===== src/rtl/int_ctrl_p.sv =====
// Memory-mapped interrupt controller: latches rising edges from NUM_SRC sources,
// masks and prioritises them, and drives one level request with claim/EOI handshake.
module int_ctrl_p #(
   parameter int NUM_SRC = 4
) (
   input  logic               clk,
   input  logic               rst,
   input  logic               wea,
   input  logic [3:0]         addra,
   input  logic [31:0]        dina,
   output logic [31:0]        douta,
   input  logic [NUM_SRC-1:0] irq_src,
   output logic               int_cpu
);

   typedef enum logic [1:0] {
      ST_IDLE,
      ST_ASSERT,
      ST_SERVICE
   } state_t;

   state_t               state;
   state_t               state_next;
   logic [NUM_SRC-1:0]   pend;
   logic [NUM_SRC-1:0]   mask;
   logic [NUM_SRC-1:0]   prev_src;
   logic [NUM_SRC-1:0]   eligible;
   logic [NUM_SRC-1:0]   edges;
   logic [NUM_SRC-1:0]   w1c_bits;
   logic [NUM_SRC-1:0]   claim_clr;
   logic                 ctrl_en;
   logic                 any_eligible;
   logic                 claim_read;
   logic                 eoi_write;
   logic                 claim_fire;
   logic                 int_cpu_next;
   logic [3:0]           claim_id;
   logic [3:0]           winner;
   logic [31:0]          claim_word;
   logic [31:0]          rd_data;
   logic                 unused_dina;

   assign unused_dina  = ^dina;
   assign eligible     = pend & mask & {NUM_SRC{ctrl_en}};
   assign any_eligible = |eligible;
   assign edges        = irq_src & ~prev_src;
   assign claim_read   = !wea && (addra == 4'd2);
   assign eoi_write    = wea && (addra == 4'd3);
   assign w1c_bits     = (wea && (addra == 4'd0)) ? dina[NUM_SRC-1:0] : '0;

   // Scanning from the top down lets the lowest eligible index overwrite the rest.
   always_comb begin
      winner = 4'd0;
      for (int i = NUM_SRC - 1; i >= 0; i--) begin
         if (eligible[i]) begin
            winner = 4'(i);
         end
      end
   end

   always_ff @(posedge clk or negedge rst) begin
      if (!rst) begin
         state <= ST_IDLE;
      end else begin
         state <= state_next;
      end
   end

   always_comb begin
      state_next = state;
      case (state)
         ST_IDLE: begin
            if (any_eligible) begin
               state_next = ST_ASSERT;
            end
         end
         ST_ASSERT: begin
            if (!any_eligible) begin
               state_next = ST_IDLE;
            end else if (claim_read) begin
               state_next = ST_SERVICE;
            end
         end
         ST_SERVICE: begin
            if (eoi_write) begin
               state_next = ST_IDLE;
            end
         end
         default: state_next = ST_IDLE;
      endcase
   end

   // The request line is registered from the next state so it tracks ASSERT exactly.
   always_comb begin
      int_cpu_next = (state_next == ST_ASSERT);
      claim_fire   = (state == ST_ASSERT) && any_eligible && claim_read;
      claim_clr    = claim_fire ? (NUM_SRC'(1) << winner) : '0;
      if (state == ST_SERVICE) begin
         claim_word = {1'b1, 27'd0, claim_id};
      end else if (claim_fire) begin
         claim_word = {1'b1, 27'd0, winner};
      end else begin
         claim_word = 32'd0;
      end
      case (addra)
         4'd0:    rd_data = 32'(pend);
         4'd1:    rd_data = 32'(mask);
         4'd2:    rd_data = claim_word;
         4'd4:    rd_data = {31'd0, ctrl_en};
         default: rd_data = 32'd0;
      endcase
   end

   // A new edge is OR-ed in last so it survives a same-cycle W1C or claim clear.
   always_ff @(posedge clk or negedge rst) begin
      if (!rst) begin
         pend     <= '0;
         mask     <= '0;
         prev_src <= '0;
         ctrl_en  <= 1'b0;
         claim_id <= 4'd0;
         douta    <= 32'd0;
         int_cpu  <= 1'b0;
      end else begin
         prev_src <= irq_src;
         pend     <= (pend & ~w1c_bits & ~claim_clr) | edges;
         douta    <= rd_data;
         int_cpu  <= int_cpu_next;
         if (wea && (addra == 4'd1)) begin
            mask <= dina[NUM_SRC-1:0];
         end
         if (wea && (addra == 4'd4)) begin
            ctrl_en <= dina[0];
         end
         if (claim_fire) begin
            claim_id <= winner;
         end
      end
   end

endmodule


===== config.mk =====
export PLATFORM = sky130hd
export DESIGN_NAME = int_ctrl_p
export DESIGN_NICKNAME = d
export VERILOG_FILES = /design/src/rtl/int_ctrl_p.sv
export SDC_FILE = /design/constraint.sdc
export NUM_CORES = 1
export LEC_CHECK = 0
export ABC_AREA = 1
export BUFFER_PORTS_ARGS = -buffer_cell sky130_fd_sc_hd__buf_2
export CORE_MARGIN = 3
export CORE_UTILIZATION = 40
export CTS_CLUSTER_DIAMETER = 50
export DETAILED_ROUTE_END_ITERATION = 12
export GPL_TIMING_DRIVEN = 0
export PLACE_DENSITY = 0.83
export SLEW_MARGIN = 20
export SYNTH_ARGS = -nofsm -noshare
export SYNTH_HDL_FRONTEND = slang
export SYNTH_SLANG_ARGS = --single-unit

===== constraint.sdc =====
create_clock -name clk -period 2.15 [get_ports clk]
set_input_delay 0.43 -clock clk [delete_from_list [all_inputs] [get_ports clk]]
set_output_delay 0.43 -clock clk [all_outputs]
set_load 0.03 [all_outputs]

# ---- Word level (Yosys, flattened, before mapping)
# Index checks and enable logic that the tools add are counted.
# Widths: inputs -> output; s select.
dict set report word_totals {
  register_bits 52
  input_bits 43
  out_inout_bits 33
  elab_cells 50
}
dict set report op_classes {
  eq_ne 7
  n_shift 1
  muxes 14
  bitwise 9
  reduce_logical 11
}
# cell count
set op_table {}
lappend op_table {{$pmux 32 s4} 1}
lappend op_table {{$mux 32} 2}
lappend op_table {{$and 4x4->4} 5}
lappend op_table {{$mux 2} 7}
lappend op_table {{$mux 4} 3}
lappend op_table {{$not 4->4} 3}
lappend op_table {{$eq 4x2->1 const B} 2}
lappend op_table {{$logic_and 1x1->1} 7}
lappend op_table {{$pmux 2 s3} 1}
lappend op_table {{$eq 2x1->1 const B} 2}
lappend op_table {{$eq 4x1->1 const B} 1}
lappend op_table {{$eq 4x3->1 const B} 1}
lappend op_table {{$logic_not 4->1} 1}
lappend op_table {{$or 4x4->4} 1}
lappend op_table {{$reduce_or 4->1} 1}
lappend op_table {{$shl 1x4->4 const A} 1}
lappend op_table {{$eq 2x2->1 const B} 1}
lappend op_table {{$logic_not 2->1} 1}
lappend op_table {{$logic_not 1->1} 1}

# ---- Depth between registers and ports, before layout
# Gate-level depths: netlist (run 1).
dict set report depth {
  depth_word 11
  mapped_depth 8
  mapped_depth_nobuf 8
}

# ---- Worst setup path after synthesis (run 1)
# Ideal clock, no wire load.
dict set report synth_path {
  path_type {input-to-reg}
  startpoint {input port addra[3]}
  endpoint {register mask[1]}
  setup_time_ns 0.125
  t_arrival_ns 1.105
  t_required_ns 2.025
  slack_ns 0.921
  cell_stages 5
  n_path_buf 0
  cell_sequence {nor2_4 -> nand3_1 -> inv_1 -> nand2_2 -> mux2_2}
}
dict set report synth_via {
  elab_chain_len 2
}
# item line_no
set synth_rtl {}
lappend synth_rtl {{start: declaration} 9} ;# input logic [3:0] addra,
lappend synth_rtl {{$eq 4x1->1} 129} ;# if (wea && (addra == 4'd1)) begin
lappend synth_rtl {{$logic_and 1x1->1} 129}
lappend synth_rtl {{end signal: assignment} 130} ;# mask <= dina[NUM_SRC-1:0];
lappend synth_rtl {{end: declaration} 25} ;# logic [NUM_SRC-1:0] mask;
# No other way between the ends.
# A chain may end at the register's enable or synchronous reset.

# ---- Worst setup path after layout (run 1)
dict set report layout_path {
  startpoint {register ctrl_en}
  endpoint {register pend[3]}
}
dict set report layout_via {
  elab_chain_len 10
  word_cells_on_any_way 13
  classes_between {shift: 1; mux: 5; bitwise: 4; reduce/logical: 3}
}
# item line_no
set layout_rtl {}
lappend layout_rtl {{start: declaration} 31} ;# logic ctrl_en;
lappend layout_rtl {{start signal: assignment} 133} ;# ctrl_en <= dina[0];
lappend layout_rtl {{$and 4x4->4 (*)} 44} ;# assign eligible = pend & mask & {NUM_SRC{ctrl_en}};
lappend layout_rtl {{$mux 2 (3 in series)} 55} ;# if (eligible[i]) begin
lappend layout_rtl {{$mux 4} 55}
lappend layout_rtl {{$shl 1x4->4} 97} ;# claim_clr = claim_fire ? (NUM_SRC'(1) << winner) : '0;
lappend layout_rtl {{$mux 4 (*)} 97}
lappend layout_rtl {{$not 4->4 (*)} 126} ;# pend <= (pend & ~w1c_bits & ~claim_clr) | edges;
lappend layout_rtl {{$and 4x4->4 (*)} 126}
lappend layout_rtl {{$or 4x4->4 (*)} 126}
lappend layout_rtl {{end signal: assignment} 126}
lappend layout_rtl {{end: declaration} 24} ;# logic [NUM_SRC-1:0] pend;
# Every way passes the cells marked *; elsewhere a longest branch is shown, timed or not.

==> results of run 1 <==
## layout by cell type, fill, tap and decap left out
cell | Yosys | final
nand2_2 | 4 | 4
o21ai_1 | 6 | 6
nand3_2 | 4 | 4
inv_2 | 2 | 2
nand2_1 | 25 | 25
o22ai_1 | 1 | 1
nand4_1 | 5 | 5
clkbuf_4 | 0 | 3
nor2_2 | 2 | 2
nand3b_1 | 1 | 1
nand3_1 | 7 | 7
nor3_1 | 2 | 2
mux2_2 | 3 | 3
a21oi_1 | 6 | 6
nor2_4 | 2 | 2
inv_1 | 18 | 18
nor2_1 | 9 | 9
clkbuf_1 | 0 | 1
dfrtp_1 | 23 | 23
o21ai_0 | 6 | 6
buf_2 | 0 | 20
conb_1 | 1 | 27
buf_4 | 27 | 27
## per-layer routing
metal,share of wire [%],routed length (um),global-route usage (%)
met1,43,964,14.4
met2,48,1080,21.1
met3,6.6,148,1.62
met4,2.4,55,7.99
met5,0,0,0
## cells by family (layout without fill, tap and decap cells)
| kind of cell | Yosys count | count (layout) |
|---|---|---|
| compound gates | 19 | 19 |
| simple gates | 61 | 61 |
| buf+inv | 47 | 71 |
| other cells | 1 | 27 |
| mux | 3 | 3 |
| flops | 23 | 23 |
## final cells by class
| type | instances | area share (%) |
|---|---|---|
| tap | 44 | 3.49 |
| sequential | 23 | 36.5 |
| inverter | 20 | 4.76 |
| clock buffer | 4 | 1.67 |
| timing repair buffer | 20 | 6.34 |
| buffer | 27 | 12.8 |
| multi-input combinational | 110 | 34.4 |
## power by group through the flow
| stage | sequential [mW] | clock (mW) | combinational (mW) |
|---|---|---|---|
| after CTS | 0.535 | 0.203 | 0.358 |
| after floorplan | 0.557 | 0 | 0.266 |
| after detailed placement | 0.545 | 0 | 0.356 |
| after global routing | 0.544 | 0.222 | 0.395 |
| final | 0.535 | 0.192 | 0.357 |
| after global placement | 0.539 | 0 | 0.349 |
## state kept, by name, indices dropped and copies added, names as in the netlist
register,cells
pend,4
state,2
douta,5
mask,4
prev_src,4
ctrl_en,1
int_cpu,1
claim_id,2
## through the flow
stage / power (mW) / area (sq um) / worst slack, ns
after global routing: 1.16 / 1580 / 0.629
after CTS: 1.10 / 1580 / 0.774
after global placement: 0.888 / 1550 / 0.664
after detailed placement: 0.901 / 1550 / 0.631
after floorplan: 0.823 / 1400 / 0.921
final: 1.08 / 1580 / 0.778
## worst max-delay path by stage
| stage | end | slack [ns] | depth (start not counted) |
|---|---|---|---|
| final | pend[3]$_DFF_PN0_ | 0.78 | 7 |
| after global routing | pend[3]$_DFF_PN0_ | 0.63 | 7 |
| after CTS | pend[1]$_DFF_PN0_ | 0.77 | 7 |
| after detailed placement | pend[1]$_DFF_PN0_ | 0.63 | 8 |
| after global placement | pend[1]$_DFF_PN0_ | 0.66 | 7 |
| after floorplan | mask[1]$_DFFE_PN0P_ | 0.92 | 5 |
==> flow_summary_export.csv, run 1 <==
group,metric,value,unit
worst_setup_path,crit_type,"register to register",
finish,nNetsFinal,248,
floorplanning,core,3080,sq um
cts,clockBufferDepth,2,
drt,vias,1027,
worst_setup_path,critPathCaptureType,"register",
finish,n_antenna_cell,0,
sta,fin_hold_ws,0.0599,ns
grt,track_usage,12.4,%
place,place_congestion,0.801,
yosys,synthMuxAreaShare,2.60,%
finish,fin_util,51.3,%
drt,first_pass_iters,4,
yosys,synth.cell_area,1300,sq um
power_and_ir_drop,internal_power,0.685,mW
worst_setup_path,cp_max_fo,6,
yosys,netlist_instances,154,
power_and_ir_drop,peakVddDrop,0.000167,V
power_and_ir_drop,p_leak,0.924,nW
yosys,ys_ff_latch,23,
finish,register_area,576,sq um
drt,drc,0,
status,status,"complete, no violations",
yosys,synth_edf_count,0,
place,dp_hpwl,1860,um
drt,ant_nets,0,
cts,path_clk_slew,0.11,ns
floorplanning,die_x,63.0,um
worst_setup_path,r2r_slack,0.78,ns
yosys,yosys.area_share.adder,0,%
cts,cts_hold_buffers,0,
finish,drive_gt1_share,32.8,%
grt,first_global_vias,933,
grt,grt_max_degree,24,
sta,setup_tns,0,ns
finish,areaGrowthSynthToFinish,21.5,%
place,placedCellCount,244,
worst_setup_path,worst_r2r_startpoint,"ctrl_en$_DFFE_PN0P_",
sta,skew,0.00324,ns
worst_setup_path,critPathRequiredTime,2.35,ns
power_and_ir_drop,clockPowerShare,17.7,%
yosys,synthXorXnorAreaFrac,0,%
worst_setup_path,setup.worst_path.start,"ctrl_en$_DFFE_PN0P_",
floorplanning,start_util,42.2,%
drt,drt_iter0_markers,40,
drt,viasPerCell,4.14,
power_and_ir_drop,netSwitchingFraction,36.8,%
floorplanning,die_h,63.0,um
finish,multi_input_comb_area,543,sq um
yosys,async_flop_share,100,%
place,port_buffers,20,
sta,finalSetupViolCount,0,
worst_setup_path,path_cells,"nand3_1 > nand2_2 > inv_2 > nand2_2 > nand3_2 > o21ai_1 > o21ai_1",
yosys,synth_top_family_by_area,"simple AND/OR/NAND/NOR gates",
yosys,synthTopCellsByCount,"buf_4 (27), nand2_1 (25), dfrtp_1 (23)",
power_and_ir_drop,power.switching,0.399,mW
yosys,yosys.area.top_type,"dfrtp_1",
cts,cts_sinks,23,
finish,finalNonFillerCells,248,
sta,drv_slew,0,
yosys,synthDistinctLibCells,20,
yosys,ys_warn_count,0,
power_and_ir_drop,comb_power_share,32.9,%
cts,cts_resized,0,
yosys,synth.avg_cell_area,8.43,sq um
power_and_ir_drop,power_density,687,nW/um^2
floorplanning,die_area,3970,sq um
sta,period_minus_slack,1.37,ns
cts,root_buffer,"clkbuf_4",
yosys,yosysMostFrequentCell,"buf_4",
min_path,min_path_type,"primary input to async pin",
sta,post-route-period-util,63.8,%
sta,hold_viol_final,0,
cts,cts_made_buffers,3,
power_and_ir_drop,seqPwrFrac,49.3,%
worst_setup_path,worst_path_largest_cell_delay,0.49,ns
drt,drt_wl_total,2250,um
yosys,synth_compound_area_share,7.42,%
cts,postCtsSetupBuffers,0,
worst_setup_path,worst_r2r_endpoint,"pend[3]$_DFF_PN0_",
sta,rsz0062_at_grt,"no",
cts,htreeDepth,1,
cts,cts_tree,"done",
worst_setup_path,critPathSlowestCell,"dfrtp_1",
yosys,ys_seq_area_share,44.3,%
worst_setup_path,cp.arrival,1.58,ns
sta,fmax,729,MHz
worst_setup_path,crit_buf_inv,1,
grt,antenna_found_initial,0,
worst_setup_path,crit_family,"simple AND/OR/NAND/NOR gates",
cts,clkLatencyLatePin,0.31,ns
yosys,ys.flop_type,"dfrtp_1",
floorplanning,rows,20,
yosys,yosys.area_share.simple,24.0,%
job,cap_violations,0,
floorplanning,ioPinCount,76,
grt,grt_remaining_overflow,0,
yosys,synth_top_area_share,44.3,%
yosys,synth_area_leaders,"dfrtp_1 (44%), buf_4 (16%), nand2_1 (7.2%), inv_1 (5.2%), nand3_2 (3.1%)",
grt,grt_first_pass_wirelength,3890,um
worst_setup_path,r2r_cells,7,
worst_setup_path,cp-start-kind,"register",
drt,wl_per_cell,9.07,um
finish,fillers,295,
Note: power is estimated with default switching activity, not from simulation.
==> inputs of run 2 (changes only) <==
==> constraint.sdc (replaced) <==
create_clock -name clk -period 1.3 [get_ports clk]
set_input_delay 0.26 -clock clk [delete_from_list [all_inputs] [get_ports clk]]
set_output_delay 0.26 -clock clk [all_outputs]
set_load 0.03 [all_outputs]
==> run 2 against run 1 <==
Global-route usage about the same. Non-clock buffer count grew 1. First-iteration DRC count grew 73%. Worst setup slack got worse by 0.77 ns. Via count up 2.5%. Largest cell class unchanged. Largest power group unchanged.
==> flow_summary_export.csv, run 2 (same netlist as run 1, synthesis figures left out) <==
group,metric,value,unit
status,status,"complete, no violations",
grt,grt_first_pass_wirelength,3880,um
worst_setup_path,cp-start-kind,"register",
worst_setup_path,critPathRequiredTime,1.51,ns
finish,largest_register_ffs,5,
cts,cts_tree,"done",
drt,drt_wl_total,2370,um
floorplanning,rows,20,
place,place_congestion,0.801,
power_and_ir_drop,p_leak,0.934,nW
floorplanning,ioPinCount,76,
drt,drc,0,
cts,clockBufferDepth,2,
worst_setup_path,cp_max_fo,6,
finish,regMostFlops,"douta",
floorplanning,core,3080,sq um
sta,post-route-period-util,99.2,%
floorplanning,die_area,3970,sq um
sta,period_minus_slack,1.29,ns
cts,root_buffer,"clkbuf_4",
drt,vias,1053,
cts,path_clk_slew,0.12,ns
place,dp_hpwl,1860,um
grt,grt_util_met1,14.2,%
finish,multi_input_comb_area,568,sq um
drt,drt_iter0_markers,69,
sta,fmax,776,MHz
drt,viasPerCell,4.23,
cts,cts_sinks,23,
sta,setup_tns,0,ns
cts,clkLatencyLatePin,0.31,ns
finish,fillers,293,
finish,drive_gt1_share,34.6,%
worst_setup_path,cp.arrival,1.50,ns
grt,antenna_found_initial,0,
finish,design_area,1610,sq um
min_path,min_path_type,"primary input to register",
grt,grt_max_degree,24,
finish,areaGrowthSynthToFinish,24.3,%
job,cap_violations,0,
sta,finalSetupViolCount,0,
power_and_ir_drop,seqPwrFrac,48.4,%
power_and_ir_drop,power_density,1140,nW/um^2
worst_setup_path,critPathCaptureType,"register",
floorplanning,start_util,42.2,%
sta,hold_viol_final,0,
sta,rsz0062_at_grt,"yes",
finish,nNetsFinal,249,
drt,wl_per_cell,9.50,um
grt,use_met2,21.2,%
grt,first_global_vias,934,
floorplanning,die_x,63.0,um
finish,register_area,577,sq um
power_and_ir_drop,comb_power_share,33.9,%
drt,first_pass_iters,4,
power_and_ir_drop,netSwitchingFraction,37.8,%
cts,htreeDepth,1,
power_and_ir_drop,power.switching,0.696,mW
floorplanning,die_h,63.0,um
cts,postCtsSetupBuffers,0,
power_and_ir_drop,peakVddDrop,0.000277,V
worst_setup_path,crit_type,"register to register",
sta,skew,0.00303,ns
grt,grt_util_met3,1.62,%
finish,final_cell_mix,"buf_4 (27), conb_1 (27), nand2_1 (25), dfrtp_1 (22), buf_2 (20)",
finish,n_antenna_cell,0,
cts,cts_made_buffers,3,
grt,grt_busiest_layer,"met2",
grt,grt_remaining_overflow,0,
place,port_buffers,20,
power_and_ir_drop,power,1.84,mW
power_and_ir_drop,internal_power,1.14,mW
place,place_area,1550,sq um
drt,ant_nets,0,
sta,drv_slew,0,
power_and_ir_drop,clockPowerShare,17.7,%
grt,track_usage,12.3,%
[run 2: changes by cell type in the layout (fill, tap and decap cells not counted), sizes merged]
cell         previous run  this run
dlygate4sd3             0         1
[run 2: cell type report]
cell class / instances / area share (%)
plain buffers: 27 / 12.6
clock buffers: 4 / 1.63
inverters: 20 / 4.65
multi-input cells: 110 / 35.2
flip-flops and latches: 23 / 35.7
well taps: 44 / 3.41
repair buffers: 21 / 6.82
[run 2: power by group through the flow]
stage	Combinational, mW	Clock [mW]	Sequential (mW)
2_1_floorplan	0.439	0	0.921
3_3_place_gp	0.577	0	0.892
3_5_place_dp	0.589	0	0.901
4_1_cts	0.604	0.336	0.890
5_1_grt	0.685	0.368	0.903
6_report	0.624	0.326	0.890
[run 2: per-layer routing]
metal  part of all wire (%)  up-vias
li1                       -      539
met1                     41      472
met2                     49       37
met3                    6.8        5
met4                    2.3        0
met5                      0        -
[run 2: through the flow]
step	hold WS, ns	std cells	util, %	worst slack [ns]
2_1_floorplan	-0.0356	180	-	0.133
3_3_place_gp	0.256	244	50.4	-0.0257
3_5_place_dp	0.262	244	50.4	-0.0635
4_1_cts	0.0571	249	52.0	0.00207
5_1_grt	0.0498	249	52.4	-0.0748
6_report	0.0572	249	52.4	0.0109
[run 2: worst max-delay path, stage by stage, from the launching register on]
cell and delay [ns]:
dfrtp_2 0.48, nand3_2 0.14, nand2_2 0.09, nor2_2 0.20, nor2_4 0.06, nand3_2 0.07, nand2_1 0.05, nand2_1 0.05
nand2_1 0.05
[run 2: worst paths after layout]
path                                        from                    end  slack (ns)  cells after the start
min reg2reg                prev_src[1]$_DFF_PN0_      pend[1]$_DFF_PN0_        0.42                      1
max                          ctrl_en$_DFFE_PN0P_     douta[0]$_DFF_PN0_        0.01                      8
max reg2reg                  ctrl_en$_DFFE_PN0P_     douta[0]$_DFF_PN0_        0.01                      8
min in group asynchronous                    rst     douta[0]$_DFF_PN0_        0.43                      2
min                                   irq_src[3]  prev_src[3]$_DFF_PN0_        0.06                      1
max in group asynchronous                    rst    ctrl_en$_DFFE_PN0P_        0.52                      2
[run 2: timing repair]
item | in CTS | in global routing
resized for setup | 3 | 3
hold buffers | 1 | 0
hold endpoints to repair | 23 | 0
setup endpoints to repair | 4 | 5
